<file path="config.mk">
export PLATFORM = sky130hd
export DESIGN_NAME = i2s_tx_serializer
export DESIGN_NICKNAME = d
export VERILOG_FILES = /design/src/rtl/i2s_tx_serializer.sv
export SDC_FILE = /design/constraint.sdc
export NUM_CORES = 1
export LEC_CHECK = 0
export CORE_MARGIN = 4
export CORE_UTILIZATION = 25
export DETAILED_ROUTE_END_ITERATION = 7
export GPL_ROUTABILITY_DRIVEN = 1
export HOLD_SLACK_MARGIN = 0.12
export PLACE_DENSITY = 0.4
export SLEW_MARGIN = 20
export SYNTH_ARGS = -nofsm -noshare
export SYNTH_HDL_FRONTEND = slang
export SYNTH_SLANG_ARGS = --single-unit
</file>
<file path="constraint.sdc">
create_clock -name mclk -period 4.4 [get_ports mclk]
set_input_delay 1.1 -clock mclk [delete_from_list [all_inputs] [get_ports mclk]]
set_output_delay 1.1 -clock mclk [all_outputs]
set_load 0.02 [all_outputs]
</file>
<file path="src/rtl/i2s_tx_serializer.sv">
`timescale 1ns/1ps
// ---------------------------------------------------------------------------
// i2s_tx_serializer
//
// Parallel-to-serial I2S transmitter. Stereo sample pairs arrive over a
// valid/ready handshake into a one-entry buffer. At each right->left frame
// boundary the buffered pair (or silence, on underrun) is copied into the
// frame registers. It is then shifted out MSB first with the I2S one-bit
// delay. Frame alignment follows the clock generator's decrementing
// 256-mclk frame counter.
//
// Parameters:
//   DATA_W        sample width in bits (1..31)
//
// Ports:
//   mclk          master clock (same as the clock generator)
//   rst           asynchronous, active-high reset
//   cnt256_n      decrementing frame counter; bclk = ~cnt256_n[1],
//                 wclk = cnt256_n[7]
//   s_l_data      left sample, two's complement
//   s_r_data      right sample
//   s_valid       pair on s_l_data/s_r_data is valid
//   s_ready       one-entry buffer is empty
//   sdata         I2S serial data, updated on bclk falling edges
//   underrun      one-cycle pulse when a frame starts with no buffered pair
//   underrun_cnt  saturating count of underrun frames
// ---------------------------------------------------------------------------
module i2s_tx_serializer #(
  parameter int DATA_W = 24
) (
  input  logic              mclk,
  input  logic              rst,
  input  logic [7:0]        cnt256_n,
  input  logic [DATA_W-1:0] s_l_data,
  input  logic [DATA_W-1:0] s_r_data,
  input  logic              s_valid,
  output logic              s_ready,
  output logic              sdata,
  output logic              underrun,
  output logic [15:0]       underrun_cnt
);

  logic [DATA_W-1:0] buf_l;
  logic [DATA_W-1:0] buf_r;
  logic              buf_full;
  logic [DATA_W-1:0] frm_l;
  logic [DATA_W-1:0] frm_r;

  logic              load_edge;
  logic              shift_edge;
  logic              accept;
  logic [5:0]        per_n;
  logic [DATA_W-1:0] word;
  logic [31:0]       word_pad;

  assign load_edge  = (cnt256_n == 8'd128);
  assign shift_edge = (cnt256_n[1:0] == 2'b00);
  assign s_ready    = ~buf_full;
  assign accept     = s_valid & ~buf_full;

  // On a shift edge the low counter bits are 00, so (cnt256_n - 1)[7:2]
  // is simply cnt256_n[7:2] - 1: bit 5 selects the half, bits 4:0 the
  // position within it counted down from 31.
  assign per_n = cnt256_n[7:2] - 6'd1;
  assign word  = per_n[5] ? frm_r : frm_l;

  // The sample is left-aligned below a zero in bit 31. Indexing with the
  // down-counting position then yields the delay slot (bit 31), the sample
  // MSB..LSB, and trailing zeros without any range compare.
  assign word_pad = 32'(word) << (31 - DATA_W);

  // One-entry input buffer. A load from a full buffer and an accept are
  // mutually exclusive because s_ready is low whenever the buffer is full.
  always_ff @(posedge mclk or posedge rst) begin
    if (rst) begin
      buf_full <= 1'b0;
      buf_l    <= '0;
      buf_r    <= '0;
    end else if (load_edge && buf_full) begin
      buf_full <= 1'b0;
    end else if (accept) begin
      buf_l    <= s_l_data;
      buf_r    <= s_r_data;
      buf_full <= 1'b1;
    end
  end

  // Frame registers only change at the frame boundary, so a pair is never
  // split across frames. A pair accepted on the boundary edge itself was not
  // yet in the buffer, so that frame plays silence and counts as underrun.
  always_ff @(posedge mclk or posedge rst) begin
    if (rst) begin
      frm_l        <= '0;
      frm_r        <= '0;
      underrun     <= 1'b0;
      underrun_cnt <= '0;
    end else begin
      underrun <= 1'b0;
      if (load_edge) begin
        if (buf_full) begin
          frm_l <= buf_l;
          frm_r <= buf_r;
        end else begin
          frm_l    <= '0;
          frm_r    <= '0;
          underrun <= 1'b1;
          if (underrun_cnt != 16'hFFFF) begin
            underrun_cnt <= underrun_cnt + 16'd1;
          end
        end
      end
    end
  end

  always_ff @(posedge mclk or posedge rst) begin
    if (rst) begin
      sdata <= 1'b0;
    end else if (shift_edge) begin
      sdata <= word_pad[per_n[4:0]];
    end
  end

endmodule

</file>
==> results of run 1 <==
[path summary, 6_finish.rpt]
kind / to / slack [ns] / cells past startpoint / from
worst max-delay path: sdata / 1.01 / 11 / cnt256_n[2]
worst min-delay path: frm_l[5] / 0.48 / 2 / frm_l[5]
worst max register to register: underrun_cnt[13] / 2.19 / 8 / underrun_cnt[0]
worst min register to register: frm_l[5] / 0.48 / 2 / frm_l[5]
max in group asynchronous: frm_l[7] / 2.33 / 3 / rst
min in group asynchronous: frm_l[9] / 1.22 / 2 / rst
[per-layer routing]
metal | track usage | up-vias | routed length [um]
li1 | - | 1802 | -
met1 | 0.174 | 1775 | 6700
met2 | 0.172 | 92 | 5700
met3 | 0.0372 | 12 | 702
met4 | 0.0369 | 0 | 157
met5 | 0 | - | 0
[sequential cells by signal, summed over array words and instances, names as in the netlist]
register	count
frm_r	24
buf_full	1
underrun_cnt	16
buf_r	24
frm_l	24
buf_l	24
sdata	1
underrun	1
[Yosys cell counts, types with 2 or more instances]
cell,number,area [um^2]
inv_1,6,22.5
mux2_1,2,22.5
nand3_1,9,45.0
a311o_1,2,20.0
dfrtp_1,115,2880
mux2_2,52,586
o221ai_2,2,30.0
mux4_2,3,67.6
clkbuf_1,21,78.8
and3_2,2,15.0
o31ai_1,2,15.0
xor2_1,8,70.1
o21ai_0,53,265
nand4_1,4,25.0
clkbuf_8,2,27.5
mux2i_1,7,70.1
nand2_1,104,390
and3_1,3,18.8
and2_1,3,18.8
nor3_1,8,40.0
ha_1,3,37.5
a31oi_1,4,25.0
nor3b_1,2,15.0
nor2_1,13,48.8
a21oi_1,3,15.0
xnor2_1,11,96.3
[cells in the final DEF (no fill, tap or decap), types with 8 or more instances in the layout]
cell type        synthesis  layout
clkdlybuf4s50_1          1      77
dfrtp_1                115     114
nand3_1                  9       9
xor2_1                   8       8
clkbuf_16                0      17
buf_4                    1      11
mux2_2                  52      52
nor3_1                   8       8
nor2_1                  13      13
o21ai_0                 53      53
nand2_1                104     104
xnor2_1                 11      11
[metrics by stage]
stage	worst slack [ns]	utilization	hold WS, ns
6_report	1.01	0.337	0.484
5_1_grt	0.769	0.337	0.517
4_1_cts	1.04	0.337	0.485
3_5_place_dp	0.622	0.309	0.474
3_3_place_gp	0.660	0.309	0.469
2_1_floorplan	0.256	-	0.441
[cell type report]
cell class,count,area share
Tap cell,270,0.0492
Sequential cell,115,0.419
Clock inverter,4,0.0102
Clock buffer,28,0.0738
Multi-Input combinational cell,323,0.320
Timing Repair Buffer,88,0.124
Inverter,6,0.00364
[where the power goes]
part	leakage (nW)	internal, mW	switching, mW
registers	1.48	1.35	0.181
clock network	0.283	0.892	0.448
logic	1.26	0.357	0.277
total	3.02	2.60	0.906
[worst min-delay path, cell delays in order, from the launching register on]
cell and delay, ns:
dfrtp_1 0.34, nand2_1 0.05, o21ai_0 0.06
[cell families after synthesis]
kind of cell,after synthesis,synth area share
flops,115,0.551
simple gates,156,0.134
xor+xnor,19,0.0319
buf+inv,33,0.0309
mux,65,0.148
fa+ha+maj,3,0.00719
compound gates,80,0.0973
==> results.py, run 1 <==
metrics = {
    "logic_synthesis": {
        "ys_warn_count": 0,
        "synth_nets": 533,
        "synth-seq-area-share": 0.551,
        "avgSynthCellArea_um2": 11.1,
        "netlist_area_um2": 5220,
        "synth_cell_types": 53,
        "synth_ff_type": "dfrtp_1",
        "async_flop_share": 1.00,
        "syn-instance-count": 471,
        "synth_edf_count": 0,
        "synth-seq-cells": 115,
    },
    "critical_path": {
        "worst_path_most_repeated_cell": "a311o_1",
        "cp_max_fo": 9,
        "critPathCaptureType": "flip-flop",
        "cpMaxStageDelayCell": "clkdlybuf4s50_1",
        "cp.required_ns": 4.66,
        "crit_chain": "clkdlybuf4s50_1 > inv_1 > ha_1 > xor2_1 > buf_4 > a311o_1 > a311oi_1 > a311o_1 > and3b_2 > nor3_1 > o221ai_2",
        "cpPeakStageDelay_ns": 0.48,
        "critPathTopFamily": "compound AO/OA/AOI/OAI gates",
        "critical_path_arrival_ns": 3.65,
        "cp_num_buf_inv": 3,
        "path_class": "in2reg",
        "start_kind": "input port",
    },
    "cells_and_area": {
        "ff_latch_area_um2": 2880,
        "areaGrowthSynthToFinish_pct": 31.6,
        "drive_gt1_frac": 0.188,
        "diodes": 0,
        "finish.net_count": 613,
        "nFillCells": 2068,
        "multiInputGateArea_um2": 2200,
        "final_cell_area_um2": 6870,
        "final_cells": 834,
    },
    "sta": {
        "post-route-min-period_ns": 3.39,
        "drv_slew": 0,
        "clock.fmax_ghz": 0.295,
        "tns_ns": 0,
        "relSlewSlack": 0.451,
        "rsz0062_at_grt": "no",
        "hold_violations": 0,
        "final-setup-viol-count": 0,
        "max_slew.worst_pin.slew_ns": 0.823,
        "fin_skew_ns": 0.00720,
        "post-route-period-util": 0.770,
    },
    "power_and_ir_drop": {
        "power_mw": 3.50,
        "ir_drop_mv": 0.242,
        "power_leakage_nw": 3.02,
        "pwr_density_cell_nw_per_um2": 510,
    },
    "detailed_routing": {
        "drt-initial-drc-count": 211,
        "routed_wl_um": 13300,
        "remaining_drc_errors": 0,
        "drt_pass1_iterations": 4,
        "dr_total_vias": 3681,
        "ant_nets": 0,
        "routedWlPerCell_um": 15.9,
        "viasPerCell": 4.41,
    },
    "die": {
        "rows": 52,
        "ios": 78,
        "die_x_um": 153,
        "design.die.area_um2": 23300,
        "fp.dieH_um": 153,
        "coreArea_um2": 20400,
        "initial_core_util": 0.256,
    },
    "global_routing": {
        "grt-ovfl-total": 0,
        "grt_pass1_vias": 3950,
        "grt_max_degree": 63,
        "antenna_found_initial": 0,
        "grt_pass1_wl_um": 22000,
        "grt.total_usage": 0.120,
    },
    "flow_run": {
        "max_cap_violations": 0,
    },
    "hold_path": {
        "hp-class": "reg2reg",
    },
    "clock_network": {
        "cts_buffer_depth": 2,
        "postCtsHoldBufs": 0,
        "clk_pin_slew_ns": 0.05,
        "htree_num_levels": 4,
        "postCtsResizedCells": 0,
        "cts_buffers": 17,
        "cts_root_buf": "clkbuf_16",
        "cts_setup_buffers": 0,
        "insertion_delay_ns": 0.41,
        "cts_tree": "yes",
        "numClockSinks": 115,
    },
    "place": {
        "dp_cells": 802,
        "dpl.hpwl_um": 9610,
        "gp_congestion": 0.799,
        "placed_cell_area_um2": 6290,
        "portBuffers": 77,
    },
    "outcome": {
        "status": "finished clean",
    },
}
Note: power is estimated with default switching activity, not from simulation.
==> inputs of run 2 (changes only) <==
Clock period 4.4 ns to 3.4 ns, I/O delays scaled along.
==> run 2 against run 1 <==
Against the previous run: clock skew increased by 0.00054 ns; setup slack got worse by 0.66 ns; clock power increased by 31%; via count increased by 2.5%; total power increased by 30%; die area unchanged; hold slack got worse by 0.0080 ns; sequential share of layout area decreased by 1.0 points; utilization increased by 0.86 points; non-clock buffer count increased by 17; routed wire length increased by 5.7%; critical path type unchanged; largest cell class unchanged; highest routed layer unchanged.
==> results.py, run 2 (synthesis gave the netlist of run 1 again) <==
metrics = {
    "clock_network": {
        "cts_buffers": 17,
        "htree_num_levels": 4,
        "cts_setup_buffers": 0,
        "cts_buffer_depth": 2,
        "clk_pin_slew_ns": 0.06,
        "postCtsResizedCells": 0,
        "insertion_delay_ns": 0.41,
        "cts_root_buf": "clkbuf_16",
        "cts_tree": "yes",
        "numClockSinks": 115,
        "postCtsHoldBufs": 0,
    },
    "cells_and_area": {
        "final_common_cell": "dfrtp_1",
        "final_core_util": 0.346,
        "drive_gt1_frac": 0.219,
        "areaGrowthSynthToFinish_pct": 34.9,
        "finish.net_count": 630,
        "diodes": 0,
        "ff_latch_area_um2": 2880,
        "multiInputGateArea_um2": 2200,
        "most-common-layout-cells": "114 x dfrtp_1, 104 x nand2_1, 77 x clkdlybuf4s50_1",
        "nFillCells": 2065,
    },
    "detailed_routing": {
        "routed_wl_um": 14000,
        "viasPerCell": 4.44,
        "drt-initial-drc-count": 155,
        "routedWlPerCell_um": 16.5,
        "ant_nets": 0,
        "drt_pass1_iterations": 4,
        "dr_total_vias": 3774,
        "remaining_drc_errors": 0,
    },
    "critical_path": {
        "path_class": "in2reg",
        "worst-r2r-setup-slack_ns": 1.34,
        "cp.required_ns": 3.68,
        "cp_max_fo": 3,
        "start_kind": "input port",
        "critPathCaptureType": "flip-flop",
        "critical_path_arrival_ns": 3.33,
        "r2r_cells": 6,
        "reg2reg_from": "buf_full",
        "regToRegEndpoint": "underrun_cnt[12]",
    },
    "hold_path": {
        "hold_depth": 2,
        "worstHoldEndpoint": "frm_l[19]",
        "min-delay-start": "frm_l[19]",
        "hp-class": "reg2reg",
    },
    "global_routing": {
        "grt_pass1_wl_um": 23000,
        "grt_max_degree": 95,
        "grt_pass1_vias": 4109,
        "grt.total_usage": 0.127,
        "antenna_found_initial": 0,
        "grt-ovfl-total": 0,
    },
    "flow_run": {
        "max_cap_violations": 0,
    },
    "power_and_ir_drop": {
        "power_mw": 4.56,
        "ir_drop_mv": 0.285,
        "power_leakage_nw": 3.10,
        "pwr_density_cell_nw_per_um2": 648,
    },
    "sta": {
        "clock.fmax_ghz": 0.328,
        "rsz0062_at_grt": "no",
        "tns_ns": 0,
        "max_slew.worst_pin.slew_ns": 0.564,
        "post-route-min-period_ns": 3.05,
        "fin_skew_ns": 0.00774,
        "drv_slew": 0,
        "final-setup-viol-count": 0,
        "hold_violations": 0,
        "post-route-period-util": 0.896,
        "relSlewSlack": 0.624,
    },
    "die": {
        "fp.dieH_um": 153,
        "coreArea_um2": 20400,
        "die_x_um": 153,
        "initial_core_util": 0.256,
        "design.die.area_um2": 23300,
        "ios": 78,
        "rows": 52,
    },
    "place": {
        "gp_congestion": 0.818,
        "dpl.hpwl_um": 9980,
        "portBuffers": 77,
    },
    "outcome": {
        "status": "finished clean",
    },
}
run 2: changes by cell type in the layout (fill, tap and decap cells not counted), moves of 2 or more:
cell,change
buf_12,+3
buf_4,+14
clkbuf_1,-5
clkbuf_8,+2
clkinv_2,-2
clkinv_4,+2
clkinvlp_4,+4
run 2: where the power goes:
part	switching, mW	internal (mW)
Sequential	0.231	1.74
Clock	0.634	1.12
Combinational	0.356	0.479
Total	1.22	3.34
run 2: how the worst max path moves through the flow:
stage,startpoint,end,slack (ns),depth (start not counted)
floorplan,cnt256_n[2],sdata,0.08,10
global placement,cnt256_n[2],sdata,0.03,9
detailed placement,cnt256_n[2],sdata,-0.09,11
CTS,cnt256_n[2],sdata,0.35,9
global route,cnt256_n[2],sdata,0.18,9
finish,cnt256_n[2],sdata,0.35,11
run 2: layout make-up:
class | instances | share of cell area
sequential | 115 | 0.409
multi-input combinational | 323 | 0.312
timing repair buffer | 105 | 0.145
clock buffer | 25 | 0.0732
tap | 270 | 0.0480
clock inverter | 6 | 0.00995
inverter | 6 | 0.00373
run 2: worst max-delay path, stage by stage:
cell and delay, ns:
clkdlybuf4s50_1 0.49, inv_1 0.06, ha_1 0.26, xor2_1 0.20
buf_4 0.16, a311o_1 0.30, a311oi_1 0.28, a311o_1 0.18
and3b_2 0.21, nor3_1 0.21, o221ai_2 0.12
run 2: per-layer routing:
| metal | track usage | share of wire | wire length [um] | vias to the layer above |
|---|---|---|---|---|
| met3 | 0.0335 | 0.032 | 444 | 15 |
| met4 | 0.0458 | 0.013 | 182 | 0 |
| met5 | 0 | 0 | 0 | - |
| li1 | - | - | - | 1843 |
| met1 | 0.173 | 0.49 | 6830 | 1857 |
| met2 | 0.196 | 0.47 | 6560 | 59 |
run 2: metrics by stage:
stage          hold WS (ns)  setup slack, ns  instances  area [um^2]
2_1_floorplan         0.441           0.0795        471         5220
3_3_place_gp          0.469           0.0270        819         6460
3_5_place_dp          0.470          -0.0908        819         6460
4_1_cts               0.486            0.351        850         7040
5_1_grt               0.505            0.182        850         7040
6_report              0.476            0.353        850         7040
==> patch 1: new RTL, flow settings as in run 1 <==
Put one more register stage on the output `underrun_cnt`, with the module's reset. The value now appears one clock later. The other outputs are not delayed to match.
--- a/src/rtl/i2s_tx_serializer.sv
+++ b/src/rtl/i2s_tx_serializer.sv
@@ -39,6 +39,8 @@
   output logic              underrun,
   output logic [15:0]       underrun_cnt
 );
+
+  logic [15:0] underrun_cnt_s0;
 
   logic [DATA_W-1:0] buf_l;
   logic [DATA_W-1:0] buf_r;
@@ -93,7 +95,7 @@
       frm_l        <= '0;
       frm_r        <= '0;
       underrun     <= 1'b0;
-      underrun_cnt <= '0;
+      underrun_cnt_s0 <= '0;
     end else begin
       underrun <= 1'b0;
       if (load_edge) begin
@@ -104,8 +106,8 @@
           frm_l    <= '0;
           frm_r    <= '0;
           underrun <= 1'b1;
-          if (underrun_cnt != 16'hFFFF) begin
-            underrun_cnt <= underrun_cnt + 16'd1;
+          if (underrun_cnt_s0 != 16'hFFFF) begin
+            underrun_cnt_s0 <= underrun_cnt_s0 + 16'd1;
           end
         end
       end
@@ -120,5 +122,13 @@
     end
   end
 
+  always_ff @(posedge mclk or posedge rst) begin
+    if (rst) begin
+      underrun_cnt <= '0;
+    end else begin
+      underrun_cnt <= underrun_cnt_s0;
+    end
+  end
+
 endmodule
 
Check against the original RTL: not equivalent (Yosys sat finds a counterexample within 4 cycles, from zero or initial values and one cycle with rst high).
==> patch 1 against run 1 <==
  * Cell count grew 0.96%
  * Setup slack got worse by 190 ps
  * Area after synthesis rose by 4.9%
  * Final area rose by 4.3%
  * First-iteration DRC count is 18% lower
  * Fmax fell by 5.3%
  * Sequential cell count is 16 higher
  * Power rose by 6.1%
  * Wire length decreased by 0.30%
  * Hold slack lost 64 ps
  * Register-to-register slack better by 130 ps
  * Critical path type unchanged
  * Critical endpoint unchanged
  * Largest power group unchanged
==> patch 1: results (changes against run 1) <==
| Metric | Value |
|---|---|
| Vias in the first global route | `4007 (+1.4%)` |
| Mapped Avg Cell Area | `11.5 um^2 (+3.4%)` |
| Initial antenna violation count | `2 (+2)` |
| Routed met1 length | `5.84 mm (-13%)` |
| Post-Route WL | `13.2 mm (-0.30%)` |
| Initial drt markers | `173 (-18%)` |
| Met2 Usage GRT | `17.9% (+0.73 points)` |
| Worst Reg-to-Reg Cells | `7 (-1)` |
| Synth top cells by count | `131 x dfrtp_1, 105 x nand2_1, 55 x mux2_2` |
| Max stage delay on crit path | `610 ps (+130 ps)` |
| Worst Hold Slack | `420 ps (-64.5 ps)` |
| Compound-gate portion of the synthesized area | `8.09% (-1.6 points)` |
| Placed Instances | `811 (+1.1%)` |
| DR WL/cell | `15.7 um (-1.2%)` |
| Placed Area | `0.00656 mm^2 (+4.2%)` |
| Yosys top cell area share | `59.9% (+4.7 points)` |
| Met1 Resource Use GR | `14.5% (-2.9 points)` |
| P_leak | `3.19 nW (+5.9%)` |
| Mux contribution to synthesized area | `14.2% (-0.58 points)` |
| Top Metal Used | `met5` |
| Post-synthesis sequential area ratio | `59.9% (+4.7 points)` |
| Post-synth net total | `540 (+1.3%)` |
| Outcome | `finished, final reports clean` |
| WP data arrival | `3910 ps (+260 ps)` |
| First-pass GRT wire length | `21.8 mm (-1.2%)` |
| Adder-cell share of the synthesized area | `0.686% (-0.034 points)` |
[patch 1: changes by cell type in the layout (fill, tap and decap cells not counted), moves of 3 or more]
cell,change
a31oi_1,-3
buf_4,-4
clkbuf_1,-6
clkinv_2,+3
dfrtp_1,+16
mux2_2,+3
mux2i_1,+4
nor3_1,-3
o21ai_0,-3
[patch 1: report_power, final]
group / total (mW) / leakage (nW) / switching [mW] / internal (mW)
clock: 1.44 / 0.302 / 0.511 / 0.929
sequential: 1.66 / 1.69 / 0.165 / 1.49
combinational: 0.616 / 1.20 / 0.270 / 0.347
[patch 1: cell type report]
| type | instances | area (um^2) |
|---|---|---|
| inverters | 7 | 30.0 |
| clock buffers | 21 | 470 |
| fillers | 2143 | 14100 |
| repair buffers | 85 | 843 |
| well taps | 275 | 344 |
| multi-input cells | 313 | 2060 |
| flip-flops and latches | 131 | 3280 |
| clock inverters | 10 | 133 |
==> patch 2: new RTL, flow settings as in run 1 <==
Made on the original files. Change the parameter `DATA_W` from 24 to 20.
--- a/src/rtl/i2s_tx_serializer.sv
+++ b/src/rtl/i2s_tx_serializer.sv
@@ -26,7 +26,7 @@
 //   underrun_cnt  saturating count of underrun frames
 // ---------------------------------------------------------------------------
 module i2s_tx_serializer #(
-  parameter int DATA_W = 24
+  parameter int DATA_W = 20
 ) (
   input  logic              mclk,
   input  logic              rst,
Interface: changed (resized s_l_data and s_r_data); port bits go from 78 to 70. The function was not compared with the original's and may differ.
==> patch 2 against run 1 <==
  * Clock power fell by 38%
  * Cell count fell by 11%
  * Power fell by 24%
  * Wire length fell by 16%
  * Area after synthesis fell by 11%
  * Final area fell by 15%
  * Setup slack got worse by 200 ps
  * Sequential cell count fell by 16
  * Highest routed layer unchanged
==> patch 2: results (changes against run 1) <==
| Metric | Value |
|---|---|
| Synth top cells by count | `101 x nand2_1, 99 x dfrtp_1, 46 x o21ai_0` |
| Worst vdd ir | `0.175 mV (-28%)` |
| Top post-synthesis cells by area | `dfrtp_1 53%, mux2_2 10%, nand2_1 8.2%` |
| Clock H-tree levels | `3 (-1)` |
| Share of layout cells above drive strength 1 | `14.7% (-4.1 points)` |
| Fillers | `1846 (-11%)` |
| Outcome | `finished, final reports clean` |
| Adder-cell share of the synthesized area | `0.810% (+0.091 points)` |
| Post-synthesis sequential area ratio | `53.5% (-1.7 points)` |
| Final nets | `561 (-8.5%)` |
| Largest fanout on the critical path | `7 (-2)` |
| Synth Area in XOR/XNOR | `4.32% (+1.1 points)` |
| Hold path start | `frm_r[19]$_DFFE_PP0P_` |
| Placed Area | `0.00555 mm^2 (-12%)` |
| Vias in the first global route | `3530 (-11%)` |
| First-pass GRT wire length | `18.3 mm (-17%)` |
| Max stage delay on crit path | `570 ps (+90 ps)` |
| Port buffer count | `69 (-10%)` |
| CTS buffer count | `9 (-8)` |
| Worst-skew pair later-pin latency | `340 ps (-70 ps)` |
| Compound-gate portion of the synthesized area | `9.37% (-0.36 points)` |
| Worst Reg-to-Reg Cells | `6 (-2)` |
| Initial drt markers | `91 (-57%)` |
| Slew @ Worst Pin | `892 ps (+69.0 ps)` |
| Mux contribution to synthesized area | `13.2% (-1.6 points)` |
| Post-synth net total | `503 (-5.6%)` |
| CP max-delay cell | `mux4_2` |
| GPL Wtd Cong | `0.896 (+12%)` |
| Reg2reg start | `underrun_cnt[2]$_DFFE_PP0P_` |
| P_leak | `2.56 nW (-15%)` |
| DR vias | `3368 (-8.5%)` |
| Yosys cell types | `48 (-9.4%)` |
patch 2: final cells by class:
cell class	instances	area, um^2	area share (%)
Inverter	8	32.5	0.555
Multi-Input combinational cell	313	2010	34.3
Tap cell	229	287	4.88
Timing Repair Buffer	76	743	12.7
Clock buffer	14	284	4.84
Clock inverter	1	30.0	0.512
Sequential cell	99	2480	42.2
patch 2: how the worst max path moves through the flow:
stage,from,end,slack (ps),depth (start not counted)
final,cnt256_n[3],sdata$_DFFE_PP0N_,810,10
after global routing,cnt256_n[3],sdata$_DFFE_PP0N_,620,10
after CTS,cnt256_n[3],sdata$_DFFE_PP0N_,810,10
after detailed placement,cnt256_n[3],sdata$_DFFE_PP0N_,460,10
after global placement,cnt256_n[3],sdata$_DFFE_PP0N_,520,10
after floorplan,rst,buf_full$_DFFE_PP0P_,710,1
patch 2: cell families (layout without fill, tap and decap cells):
kind of cell,Yosys count,count (layout)
adder cells (fa/ha/maj),3,3
buffers and inverters,37,99
flip-flops,99,99
XOR/XNOR,22,22
AND/OR/NAND/NOR,162,162
multiplexers,53,53
AO/OA/AOI/OAI,73,73
patch 2: per-layer routing:
metal  share of wire (%)  global-route usage [%]  wire length (um)
met5                   0                       0                 0
met4                 3.1                    4.52               339
met3                 6.6                    4.66               738
met2                  46                    17.4              5060
met1                  45                    14.0              4960
patch 2: stage by stage:
| stage | instances | hold WS, ps | util, % |
|---|---|---|---|
| floorplan | 449 | 443 | - |
| finish | 740 | 476 | 32.4 |
| global placement | 725 | 467 | 30.7 |
| detailed placement | 725 | 467 | 30.7 |
| CTS | 740 | 485 | 32.4 |
| global route | 740 | 502 | 32.4 |
patch 2: critical path: cells and delay by family:
family / cells / cell delay [ps]
AND/OR/NAND/NOR: 1 / 80
buffers and inverters: 2 / 600
adder cells (fa/ha/maj): 1 / 320
multiplexers: 1 / 570
XOR/XNOR: 1 / 480
AO/OA/AOI/OAI: 4 / 670
patch 2: power by group through the flow:
| stage | registers (mW) | logic (mW) | clock network [mW] |
|---|---|---|---|
| after detailed placement | 1.31 | 0.553 | 0 |
| after global placement | 1.31 | 0.547 | 0 |
| after global routing | 1.32 | 0.613 | 0.895 |
| after floorplan | 1.25 | 0.412 | 0 |
| final | 1.28 | 0.537 | 0.825 |
| after CTS | 1.29 | 0.554 | 0.859 |
